===== config.mk =====
export PLATFORM = sky130hd
export DESIGN_NAME = byte_dispatch_seq
export DESIGN_NICKNAME = d
export VERILOG_FILES = /design/src/rtl/byte_dispatch_seq.sv
export SDC_FILE = /design/constraint.sdc
export NUM_CORES = 1
export LEC_CHECK = 0
export ABC_AREA = 1
export CAP_MARGIN = 40
export CORE_AREA = 3 3 82 84
export CTS_CLUSTER_DIAMETER = 150
export DETAILED_ROUTE_END_ITERATION = 8
export DIE_AREA = 0 0 85 87
export GPL_ROUTABILITY_DRIVEN = 0
export PLACE_DENSITY = 0.78
export SETUP_SLACK_MARGIN = 0.3
export SYNTH_ARGS = -nofsm -noshare
export SYNTH_HDL_FRONTEND = slang
export SYNTH_SLANG_ARGS = --single-unit

===== constraint.sdc =====
create_clock -name clk -period 2.5 [get_ports clk]
set_clock_uncertainty 0.2 [all_clocks]
set_input_delay 0.5 -clock clk [delete_from_list [all_inputs] [get_ports clk]]
set_output_delay 0.5 -clock clk [all_outputs]
set_load 0.05 [all_outputs]

===== src/rtl/byte_dispatch_seq.sv =====
`default_nettype none
// +--------------------------------------------------------------------------+
// | Module   : byte_dispatch_seq                                             |
// | Purpose  : holds one byte and drives a 3:8 decoder until the addressed   |
// |            channel accepts it or a stall timeout drops it.               |
// | Revision : 1.0 - initial release                                         |
// +--------------------------------------------------------------------------+
module byte_dispatch_seq #(
   parameter int DW      = 8,
   parameter int TIMEOUT = 16,
   parameter int CW      = 16
) (
   input  logic          clk,
   input  logic          rst,
   input  logic          s_valid,
   output logic          s_ready,
   input  logic [DW-1:0] s_data,
   input  logic [2:0]    s_dest,
   input  logic          rr_mode,
   input  logic [7:0]    ch_ready,
   output logic [2:0]    sel,
   output logic [DW-1:0] dout,
   output logic          dis,
   output logic          xfer,
   output logic          drop,
   output logic [CW-1:0] xfer_cnt,
   output logic [CW-1:0] drop_cnt
);

   localparam int c_wait_w = (TIMEOUT > 1) ? $clog2(TIMEOUT) : 1;
   localparam logic [c_wait_w-1:0] c_wait_max = c_wait_w'(TIMEOUT - 1);

   typedef enum logic [0:0] {
      ST_IDLE  = 1'b0,
      ST_DRIVE = 1'b1
   } state_t;

   state_t               r_state;
   state_t               w_state_nxt;
   logic [2:0]           r_dest;
   logic [2:0]           r_rr_ptr;
   logic [DW-1:0]        r_data;
   logic [c_wait_w-1:0]  r_wait;
   logic [CW-1:0]        r_xfer_cnt;
   logic [CW-1:0]        r_drop_cnt;

   logic                 w_drive;
   logic                 w_ch_ok;
   logic                 w_xfer;
   logic                 w_drop;
   logic                 w_ready;
   logic                 w_accept;

   // Handshake terms are combinational so a freed slot refills in the same cycle.
   assign w_drive  = (r_state == ST_DRIVE);
   assign w_ch_ok  = ch_ready[r_dest];
   assign w_xfer   = w_drive && w_ch_ok;
   assign w_drop   = w_drive && !w_ch_ok && (r_wait == c_wait_max);
   assign w_ready  = !w_drive || w_xfer || w_drop;
   assign w_accept = s_valid && w_ready;

   always_ff @(posedge clk or posedge rst) begin
      if (rst) begin
         r_state <= ST_IDLE;
      end else begin
         r_state <= w_state_nxt;
      end
   end

   always_comb begin
      w_state_nxt = r_state;
      sel         = 3'd0;
      dout        = '0;
      dis         = 1'b1;
      case (r_state)
         ST_IDLE: begin
            if (w_accept) begin
               w_state_nxt = ST_DRIVE;
            end
         end
         ST_DRIVE: begin
            sel  = r_dest;
            dout = r_data;
            dis  = 1'b0;
            if (w_accept) begin
               w_state_nxt = ST_DRIVE;
            end else if (w_xfer || w_drop) begin
               w_state_nxt = ST_IDLE;
            end
         end
         default: begin
            w_state_nxt = ST_IDLE;
         end
      endcase
   end

   always_ff @(posedge clk or posedge rst) begin
      if (rst) begin
         r_dest   <= 3'd0;
         r_data   <= '0;
         r_rr_ptr <= 3'd0;
         r_wait   <= '0;
      end else if (w_accept) begin
         r_data <= s_data;
         r_dest <= rr_mode ? r_rr_ptr : s_dest;
         r_wait <= '0;
         if (rr_mode) begin
            r_rr_ptr <= r_rr_ptr + 3'd1;
         end
      end else if (w_drive && !w_ch_ok && !w_drop) begin
         r_wait <= r_wait + c_wait_w'(1);
      end
   end

   // Counters saturate at all-ones rather than wrap.
   always_ff @(posedge clk or posedge rst) begin
      if (rst) begin
         r_xfer_cnt <= '0;
         r_drop_cnt <= '0;
      end else begin
         if (w_xfer && (r_xfer_cnt != '1)) begin
            r_xfer_cnt <= r_xfer_cnt + CW'(1);
         end
         if (w_drop && (r_drop_cnt != '1)) begin
            r_drop_cnt <= r_drop_cnt + CW'(1);
         end
      end
   end

   assign s_ready  = w_ready;
   assign xfer     = w_xfer;
   assign drop     = w_drop;
   assign xfer_cnt = r_xfer_cnt;
   assign drop_cnt = r_drop_cnt;

endmodule
`default_nettype wire

==> flow_metrics.env, run 1 <==
export IMPL_status="complete, no violations"
export IMPL_ys_seq_area_frac=0.430
export IMPL_hold_depth=2
export IMPL_utilization=0.659
export IMPL_cts_root_buffer="clkbuf_8"
export IMPL_hp_class="reg -> reg"
export IMPL_cts_sinks=51
export IMPL_r2r_start="r_dest[0]"
export IMPL_synth_adder_area_share=0.0169
export IMPL_hp_start="r_data[1]"
export IMPL_final_cell_mix="nand2_1 (146), dfrtp_1 (50), nand3_1 (45)"
export IMPL_synth_top_family_by_area="simple AND/OR/NAND/NOR gates"
export IMPL_clockBufferDepth=2
export IMPL_critPathArrivalTime_ns=1.54
export IMPL_antenna_found_initial=0
export IMPL_syn_cell_area_um2=2970
export IMPL_crit_path_cell_trace="nand2_1 > nand3_2 > nand3_2 > nand2_4 > buf_4 > nor2_4 > buf_12"
export IMPL_synth_distinct_cells=25
export IMPL_fin_setup_tns_ns=0
export IMPL_end_kind="output pin"
export IMPL_start_kind="flip-flop"
export IMPL_layout_nets=503
export IMPL_finalHoldViolCount=0
export IMPL_maxCapViolCount=0
export IMPL_tritoncts="built"
export IMPL_coreArea_um2=5990
export IMPL_worstPathRequired_ns=1.80
export IMPL_whs_ns=0.278
export IMPL_hold_buffers=0
export IMPL_synthXorXnorAreaFrac=0.0916
export IMPL_diodes=0
export IMPL_start_util=0.495
export IMPL_powerDensity_nw_per_um2=908
export IMPL_path_depth=7
export IMPL_seq_area_um2=1280
export IMPL_final_common_cell="nand2_1"
export IMPL_min_period_over_period=0.897
export IMPL_synth_edf_count=0
export IMPL_drive_gt1_frac=0.140
export IMPL_syn_num_nets=422
export IMPL_drtPass1Iterations=4
export IMPL_final_cell_count_no_fill=552
export IMPL_drt_wl_total_mm=6.93
export IMPL_vias_per_cell=4.99
export IMPL_drtIter0Drc=117
export IMPL_crit_path_max_fanout=7
export IMPL_ir_drop_v=0.000548
export IMPL_multi_input_area_um2=1560
export IMPL_maxSlewHeadroom=0.669
export IMPL_drc_errors=0
export IMPL_num_vias=2755
export IMPL_reg2reg_depth=13
export IMPL_synth_mux_area_frac=0.0101
export IMPL_crit_slowest_cell="dfrtp_2"
export IMPL_r2r_setup_slack_ns=0.43
export IMPL_finalSetupViolCount=0
export IMPL_critical_path_class="reg -> out"
export IMPL_overflow=0
export IMPL_fmax_ghz=0.446
export IMPL_synth_compound_area_frac=0.0135
export IMPL_timing_final_crit_period_ns=2.24
export IMPL_synth_simple_gate_area_frac=0.363
export IMPL_async_flop_share=1.00
export IMPL_cp_num_buf_inv=2
export IMPL_finalMaxSlewViolations=0
export IMPL_dp_cells=535
export IMPL_ys_flop_type="dfrtp_1"
export IMPL_dpl_hpwl_mm=4.88
export IMPL_worstMarginPinSlew_ns=0.498
export IMPL_fill_cells=528
export IMPL_die_w_um=85
export IMPL_h_tree_depth=2
export IMPL_yosysWarnings=0
export IMPL_synth_cells=395
export IMPL_grtUsageTotal=0.190
export IMPL_slowest_delay_ns=0.47
export IMPL_die_h_um=87
export IMPL_ioPinCount=70
export IMPL_wl_per_cell_um=12.6
export IMPL_grt_max_degree=52
export IMPL_cp_top_family="simple AND/OR/NAND/NOR gates"
export IMPL_rsz0062_at_grt="yes"
export IMPL_cp_startpoint="r_dest[0]"
export IMPL_cts_made_buffers=5
export IMPL_grt_first_pass_wirelength_mm=11.5
export IMPL_grt_pass1_vias=2636
export IMPL_power_leakage_nw=2.20
export IMPL_ant_nets=0
export IMPL_holdPathEnd="r_data[1]"
export IMPL_clk_pin_slew_ns=0.09
export IMPL_synth_seq_cells=51
export IMPL_portBuffers=69
export IMPL_rows=28
export IMPL_areaGrowthSynthToFinish_pct=33.0
export IMPL_syn_area_per_cell_um2=7.51
export IMPL_dieArea_um2=7400
export IMPL_r2r_end="drop_cnt[8]"
export IMPL_crit_top_cell="nand3_2"
export IMPL_clock_latency_ns=0.31
==> per-layer routing <==
metal | GRT usage | share of wire | up-vias
met2 | 0.346 | 0.51 | 54
met1 | 0.235 | 0.44 | 1297
met4 | 0.0403 | 0.014 | 0
li1 | - | - | 1396
met5 | 0 | 0 | -
met3 | 0.0331 | 0.036 | 8
==> worst reg2reg max path, stage by stage, from the launching register on <==
cell and delay (ns):
dfrtp_2 0.47, inv_4 0.10, nand2_2 0.06, nand3_2 0.07, nand3_2 0.09, nand2_4 0.11
nand2_4 0.07, nor2_8 0.13, buf_4 0.12, buf_4 0.14, buf_6 0.17, nand2_8 0.11
nand2_1 0.09, nand2_1 0.05
==> synth_stat cells (2+ instances only) <==
cell type	number	area, µm²
dfrtp_1	51	1280
nor3_1	3	15.0
nor3b_1	2	15.0
o21ai_0	2	10.0
ha_1	4	50.1
nand3_1	51	255
nand2_2	3	18.8
nand2_1	150	563
nand4_1	7	43.8
inv_2	6	22.5
nand2_4	2	22.5
buf_4	3	22.5
nor2_1	25	93.8
o21ai_1	6	30.0
clkbuf_1	4	15.0
xor2_1	17	149
mux2i_1	3	30.0
buf_2	3	15.0
buf_6	2	22.5
xnor2_1	14	123
inv_1	33	124
==> power breakdown <==
| part | total (mW) | switching, mW | internal (mW) |
|---|---|---|---|
| clock | 0.472 | 0.276 | 0.196 |
| sequential | 1.18 | 0.182 | 1.00 |
| combinational | 1.93 | 1.24 | 0.689 |
| total | 3.58 | 1.70 | 1.89 |
==> cell families after synthesis <==
kind of cell | Yosys count
buf+inv | 51
fa+ha+maj | 4
flops | 51
xor+xnor | 31
compound gates | 8
mux | 3
simple gates | 247
==> metrics by stage <==
step,worst slack [ns],instance area [µm²],power [mW]
after detailed placement,0.0677,3750,2.98
after global placement,0.114,3750,2.93
after CTS,0.203,3830,3.49
after floorplan,0.390,2970,2.41
final,0.258,3950,3.58
after global routing,0.162,3950,3.83
==> timing repair <==
action	in CTS	in global routing
endpoints found under the hold margin	0	0
gates resized for setup	45	16
setup endpoints to repair	35	29
setup buffers	4	5
cloned	0	0
pin swaps	8	6
==> area by class of cell <==
cell class | count | share of cell area
sequential | 51 | 0.324
clock buffer | 6 | 0.0184
clock inverter | 2 | 0.00317
multi-input combinational | 293 | 0.394
tap | 75 | 0.0238
timing repair buffer | 86 | 0.199
inverter | 39 | 0.0377
==> worst max path at each step <==
stage / end / slack (ns)
final: xfer / 0.26
after global routing: xfer / 0.16
after CTS: drop / 0.20
after detailed placement: xfer_cnt[8] / 0.07
after global placement: drop / 0.11
after floorplan: drop_cnt[2] / 0.39
==> state kept, by name, summed over array words and instances, names as in the netlist <==
| signal | flops |
|---|---|
| r_data | 8 |
| xfer_cnt | 16 |
| r_state | 1 |
| r_wait | 4 |
| r_rr_ptr | 3 |
| r_dest | 3 |
| drop_cnt | 16 |
Note: power is estimated with default switching activity, not from simulation.
==> run 2: changes to the inputs <==
Settings changed: ABC_CLOCK_PERIOD_IN_PS set to 2500, SLEW_MARGIN set to 40.
==> results of run 2 <==
Final layout, timing and power as in run 1 (identical DEF).
